<file path="config.mk">
export PLATFORM = sky130hd
export DESIGN_NAME = shift_unit
export DESIGN_NICKNAME = d
export VERILOG_FILES = /design/src/rtl/shift_unit.sv
export SDC_FILE = /design/constraint.sdc
export NUM_CORES = 1
export LEC_CHECK = 0
export ABC_AREA = 1
export CORE_UTILIZATION = 50
export DETAILED_ROUTE_END_ITERATION = 16
export GPL_ROUTABILITY_DRIVEN = 0
export GPL_TIMING_DRIVEN = 0
export PLACE_DENSITY = 0.75
export SYNTH_ARGS = -nofsm -noshare
export SYNTH_HDL_FRONTEND = slang
export SYNTH_SLANG_ARGS = --single-unit
</file>
<file path="constraint.sdc">
create_clock -name Clk -period 2.1 [get_ports Clk]
set_input_delay 0.21 -clock Clk [delete_from_list [all_inputs] [get_ports Clk]]
set_output_delay 0.21 -clock Clk [all_outputs]
set_load 0.05 [all_outputs]
</file>
<file path="src/rtl/shift_unit.sv">
// shift_unit: two-stage valid/ready pipelined rotate / logical / arithmetic shifter.
// Define SHIFT_FLAGS_EN to build the CarryOut/ZeroOut result flags.
`timescale 1ns/1ps
module shift_unit #(
  parameter  int WIDTH = 8,
  localparam int AW    = $clog2(WIDTH)
) (
  input  logic             Clk,
  input  logic             Rst_n,
  input  logic             InValid,
  output logic             InReady,
  input  logic [WIDTH-1:0] IN,
  input  logic [AW-1:0]    ShiftAmt,
  input  logic             ShiftDir,
  input  logic [1:0]       Mode,
  output logic             OutValid,
  input  logic             OutReady,
  output logic [WIDTH-1:0] Out
`ifdef SHIFT_FLAGS_EN
  ,
  output logic             CarryOut,
  output logic             ZeroOut
`endif
);
  localparam int         STAGES = 2;
  localparam logic [1:0] MROT   = 2'b00;
  localparam logic [1:0] MLSH   = 2'b01;
  localparam logic [1:0] MASH   = 2'b10;
  localparam logic [1:0] MPASS  = 2'b11;

  typedef struct packed {
    logic [WIDTH-1:0] data;
    logic [AW-1:0]    amt;
    logic             dir;
    logic [1:0]       mode;
  } opS;

  logic [STAGES:1] vldPipe;
  opS              s1Op;
  logic            adv;

  // S2 frees up when empty or being drained; S1 may refill whenever S1 moves on.
  assign adv      = !vldPipe[2] || OutReady;
  assign InReady  = !vldPipe[1] || adv;
  assign OutValid = vldPipe[2];

  always_ff @(posedge Clk or negedge Rst_n) begin
    if (!Rst_n) begin
      vldPipe <= '0;
      s1Op    <= '0;
    end else begin
      if (InReady)           vldPipe[1] <= InValid;
      if (adv)               vldPipe[2] <= vldPipe[1];
      if (InValid && InReady) s1Op      <= {IN, ShiftAmt, ShiftDir, Mode};
    end
  end

  logic [2*WIDTH-1:0] dbl, rotR, rotL;
  logic [WIDTH-1:0]   res;

  // Rotates come from a doubled operand so both ends wrap with a plain shift.
  always_comb begin
    dbl  = {s1Op.data, s1Op.data};
    rotR = dbl >> s1Op.amt;
    rotL = dbl << s1Op.amt;
    res  = s1Op.data;
    case (s1Op.mode)
      MROT:    res = s1Op.dir ? rotR[WIDTH-1:0] : rotL[2*WIDTH-1:WIDTH];
      MLSH:    res = s1Op.dir ? (s1Op.data >> s1Op.amt) : (s1Op.data << s1Op.amt);
      MASH:    res = s1Op.dir ? $unsigned($signed(s1Op.data) >>> s1Op.amt)
                              : (s1Op.data << s1Op.amt);
      default: res = s1Op.data;
    endcase
  end

  always_ff @(posedge Clk or negedge Rst_n) begin
    if (!Rst_n)                  Out <= '0;
    else if (adv && vldPipe[1])  Out <= res;
  end

`ifdef SHIFT_FLAGS_EN
  logic [AW-1:0] rIdx, lIdx;
  logic          carry, zero;

  // Rotate and shift share one carry bit: IN[k-1] going right, IN[WIDTH-k] going left.
  always_comb begin
    rIdx  = s1Op.amt - AW'(1);
    lIdx  = AW'(0) - s1Op.amt;
    carry = 1'b0;
    if (s1Op.mode != MPASS && s1Op.amt != '0)
      carry = s1Op.dir ? s1Op.data[rIdx] : s1Op.data[lIdx];
    zero  = (s1Op.mode != MPASS) && (res == '0);
  end

  always_ff @(posedge Clk or negedge Rst_n) begin
    if (!Rst_n) begin
      CarryOut <= 1'b0;
      ZeroOut  <= 1'b0;
    end else if (adv && vldPipe[1]) begin
      CarryOut <= carry;
      ZeroOut  <= zero;
    end
  end
`endif
endmodule
</file>
# ---- Yosys cells after proc, flatten, opt, wreduce, memory -nomap -nowiden
# Cells that the tools add are included.
# W data, S select, Z words.
dict set report totals {
  elab_cells 25
  in_bits 18
  reg_bits 24
}
dict set report classes {
  reduce_logical 7
  eq_ne 2
  n_mux 4
  shifts 5
}
# cell count
set ops {}
lappend ops {{$mux W8} 3}
lappend ops {{$pmux W8 S3} 1}
lappend ops {{$shl A16 B3 Y16} 1}
lappend ops {{$shr A16 B3 Y8} 1}
lappend ops {{$shl A8 B3 Y8} 1}
lappend ops {{$shr A8 B3 Y8} 1}
lappend ops {{$sshr A8 B3 Y8} 1}
lappend ops {{$eq A2 B1 Y1 const B} 1}
lappend ops {{$eq A2 B2 Y1 const B} 1}
lappend ops {{$logic_and A1 B1 Y1} 2}
lappend ops {{$logic_not A1 Y1} 2}
lappend ops {{$logic_not A2 Y1} 1}
lappend ops {{$logic_or A1 B1 Y1} 2}

# ---- Logic depth before layout (Yosys ltp)
dict set report logic_depth {
  depth_word 4
  mapped_depth 12
  mapped_depth_nobuf 11
}

# ---- Least setup slack after synthesis
# Ideal clock, no wire load.
dict set report synth_timing {
  path_type {reg-to-reg}
  from {register vldPipe[2] in the netlist's numbering}
  to {register s1Op, in the netlist dbl[2]}
  path_buffers 0
  synth_period_minus_slack_ns 2.056
  path_slack_ns 0.044
  setup_time_ns 0.125
  arrival_ns 1.931
  path_stages_with_launch 4
  path_cell_list {dfrtp_1 > nand3_1 > nand2_1 > mux2_2}
}
dict set report synth_via {
  elab_chain_len 4
}
# element line_no
set synth_lines {}
lappend synth_lines {{start, declared} 38} ;# logic [STAGES:1] vldPipe;
lappend synth_lines {{$logic_not A1 Y1} 43} ;# assign adv = !vldPipe[2] || OutReady;
lappend synth_lines {{$logic_or A1 B1 Y1} 43}
lappend synth_lines {{$logic_or A1 B1 Y1} 44} ;# assign InReady = !vldPipe[1] || adv;
lappend synth_lines {{net InReady} 11} ;# output logic InReady,
lappend synth_lines {{$logic_and A1 B1 Y1} 54} ;# if (InValid && InReady) s1Op <= {IN, ShiftAmt, ShiftDir, Mode};
lappend synth_lines {{end signal, assigned} 54}
lappend synth_lines {{end, declared} 39} ;# opS s1Op;
# The timed path passes the listed nets, and every way through them passes these cells.
# A chain may end at the register's enable or synchronous reset.

# ---- Final worst setup path
dict set report layout_timing {
  from {register vldPipe[2] in the netlist's numbering}
  to {output InReady}
}
dict set report layout_via {
  elab_chain_len 3
}
# element line_no
set layout_lines {}
lappend layout_lines {{$logic_not A1 Y1} 43}
lappend layout_lines {{$logic_or A1 B1 Y1} 43}
lappend layout_lines {{$logic_or A1 B1 Y1} 44}
lappend layout_lines {{end, declared} 11}
# No other way between the ends.

==> reports/metrics.yaml <==
setup_path:
  setup.worst_path.class: "flip-flop to primary output"
  path_depth: 2
  end_kind: "primary output"
  cp_cell_sequence: "nand3_1 > clkdlybuf4s50_1"
  r2r-start: "s1Op[0]$_DFFE_PN0P_"
  critPathTopFamily: "buffers and inverters"
  r2r_cells: 8
  cp_max_fo: 3
  max_stage_delay_ps: 810
  setup.worst_path.end: "InReady"
  critPathArrivalTime_ps: 1660
  r2r_setup_slack_ps: 490
  cp-start-kind: "flip-flop"
  r2r_end: "Out[6]$_DFFE_PN0P_"
  required_ps: 1890
  critical_path_buf_inv_count: 1
  worst_path_max_delay_cell: "clkdlybuf4s50_1"
  cp-startpoint: "vldPipe[2]$_DFFE_PN0P_"
cts:
  cts_buffers: 3
  cts_tree: "built"
  cts.sinks: 24
  worstSkewPairLatency_ps: 310
  cts_resized: 0
  holdBufCountCts: 0
  cts-root-buf: "clkbuf_4"
  clockBufferDepth: 2
  post-cts-setup-buffer-count: 0
  clk_pin_slew_ps: 120
  htree_levels: 1
timing:
  worstMarginPinSlew_ps: 1040
  hold_viol: 0
  setup_tns_ps: 0
  fmax_ghz: 0.5334
  finalCriticalPeriod_ps: 1875
  finClkSkew_ps: 3.526
  setup_viol: 0
  rsz0062_at_grt: "no"
  maxSlewViolCount: 0
  maxSlewHeadroom: 0.3045
  min_period_over_period: 0.8927
layout:
  final_core_util: 0.6328
  final_common_cell: "nand2_1"
  diodes: 0
  stdcell_count: 355
  stdcell_area_um2: 2128
  drive_gt1_frac: 0.09385
  finalNetCount: 329
  syn_to_final_growth_pct: 19.70
  fill_cells: 363
  final_cell_mix: "nand2_1 (89), nand3_1 (61), nor2_1 (29), a21oi_1 (29), clkdlybuf4s50_1 (27)"
global_routing:
  grt_max_degree: 25
  first_global_vias: 1731
  antenna_found_initial: 0
  grt_use_total: 0.2841
  grt_pass1_wl_mm: 7.734
  overflow: 0
floorplan:
  io_pins: 28
  die_x_um: 61.63
  fp.dieH_um: 61.63
  fp.dieArea_um2: 3798
  start_util: 0.5286
  core-area_um2: 3363
  num_rows: 21
worst_hold_path:
  hp-class: "input port to asynchronous set/reset pin"
place:
  port_buffers: 27
  placedCellCount: 352
  hpwl_mm: 3.819
  place_area_um2: 2106
route:
  vias: 1972
  firstDrtPassIters: 4
  viasPerCell: 5.555
  wire_per_inst_um: 13.53
  routed_wl_mm: 4.803
  drt_iter0_markers: 191
  drc: 0
  ant_nets: 0
power_and_ir_drop:
  pwr_density_cell_nw_per_um2: 947.5
  leakagePower_nw: 1.045
  ir_worst_vdd_mv: 0.4999
outcome:
  status: "complete, no violations"
run:
  maxCapViolations: 0
synth:
  syn_avg_cell_area_um2: 6.373
  ys_warn_count: 0
  netlist_area_um2: 1778
  netlist_instances: 279
  synth.distinct_cells: 24
  seq_area_frac_synth: 0.3378
  synthesis.nets: 297
  ys_seq_elements: 24
[worst min path at each step]
stage,from,to,cells after the start
floorplan,Rst_n,Out[0]$_DFFE_PN0P_,0
global placement,Out[6]$_DFFE_PN0P_,Out[6]$_DFFE_PN0P_,2
detailed placement,Out[3]$_DFFE_PN0P_,Out[3]$_DFFE_PN0P_,2
CTS,Mode[0],s1Op[0]$_DFFE_PN0P_,3
global route,Mode[0],s1Op[0]$_DFFE_PN0P_,3
finish,Rst_n,dbl[2]$_DFFE_PN0P_,1
[metal layers]
layer  wire (µm)  global-route usage  up-vias
met5           0                   0        -
met4         164              0.1111        0
met3         347             0.03151       17
met2        2239              0.4593       86
met1        2051              0.3905      884
li1            -                   -      985
[logic make-up (layout without fill, tap and decap cells)]
kind of cell | count (synthesis) | count (layout) | share of synthesized area
flops | 24 | 24 | 0.3378
compound gates | 37 | 37 | 0.1119
mux | 2 | 2 | 0.01267
buf+inv | 30 | 60 | 0.08937
simple gates | 186 | 186 | 0.4483
[cell type report]
class | instances | area, µm² | share of cell area
buffer | 11 | 77.57 | 0.03645
timing repair buffer | 27 | 270.3 | 0.1270
inverter | 19 | 81.33 | 0.03821
sequential | 24 | 600.6 | 0.2822
multi-input combinational | 225 | 1018 | 0.4785
clock buffer | 3 | 22.52 | 0.01058
tap | 46 | 57.56 | 0.02704
[power breakdown]
part | switching, W | total, W | internal, W
logic | 0.000777 | 0.00116 | 0.000384
registers | 0.0000853 | 0.000657 | 0.000572
clock network | 0.000131 | 0.000198 | 0.0000671
total | 0.000993 | 0.00202 | 0.00102
[state kept, by name (all words and copies together) (netlist names)]
register,cells
vldPipe,2
dbl,8
Out,8
s1Op,6
[cells in the mapped netlist]
cell type / number / area [µm²]
nand2_1: 89 / 334.1
nand3_1: 61 / 305.3
a21oi_1: 29 / 145.1
nor2_1: 29 / 108.9
dfrtp_1: 24 / 600.6
inv_1: 13 / 48.80
buf_2: 5 / 25.02
inv_2: 4 / 15.01
nand2_2: 4 / 25.02
buf_6: 3 / 33.78
o21ai_0: 3 / 15.01
mux2_2: 2 / 22.52
o21ai_1: 2 / 10.01
buf_4: 1 / 7.510
clkbuf_1: 1 / 3.750
clkbuf_4: 1 / 7.510
inv_4: 1 / 6.260
inv_8: 1 / 11.26
nand4_1: 1 / 6.260
nor2_2: 1 / 6.260
nor2_4: 1 / 11.26
o211ai_2: 1 / 12.51
o21a_1: 1 / 7.510
o21ai_2: 1 / 8.760
[worst register-to-register path, delay by kind of cell (launching register included)]
family,cells,cell delay (ps)
buffers and inverters,1,100
AND/OR/NAND/NOR,6,840
flip-flops,1,450
AO/OA/AOI/OAI,1,130
[per-stage QoR]
stage          power, W  worst slack [ps]  hold slack, ps
3_5_place_dp   0.001815             276.4           469.6
3_3_place_gp   0.001807             264.2           465.7
4_1_cts        0.002011             212.8           457.7
6_report       0.002016             225.4           450.3
5_1_grt        0.002165             130.2           461.5
2_1_floorplan  0.001466             44.18          -85.59
(Power assumes the default switching activity.)
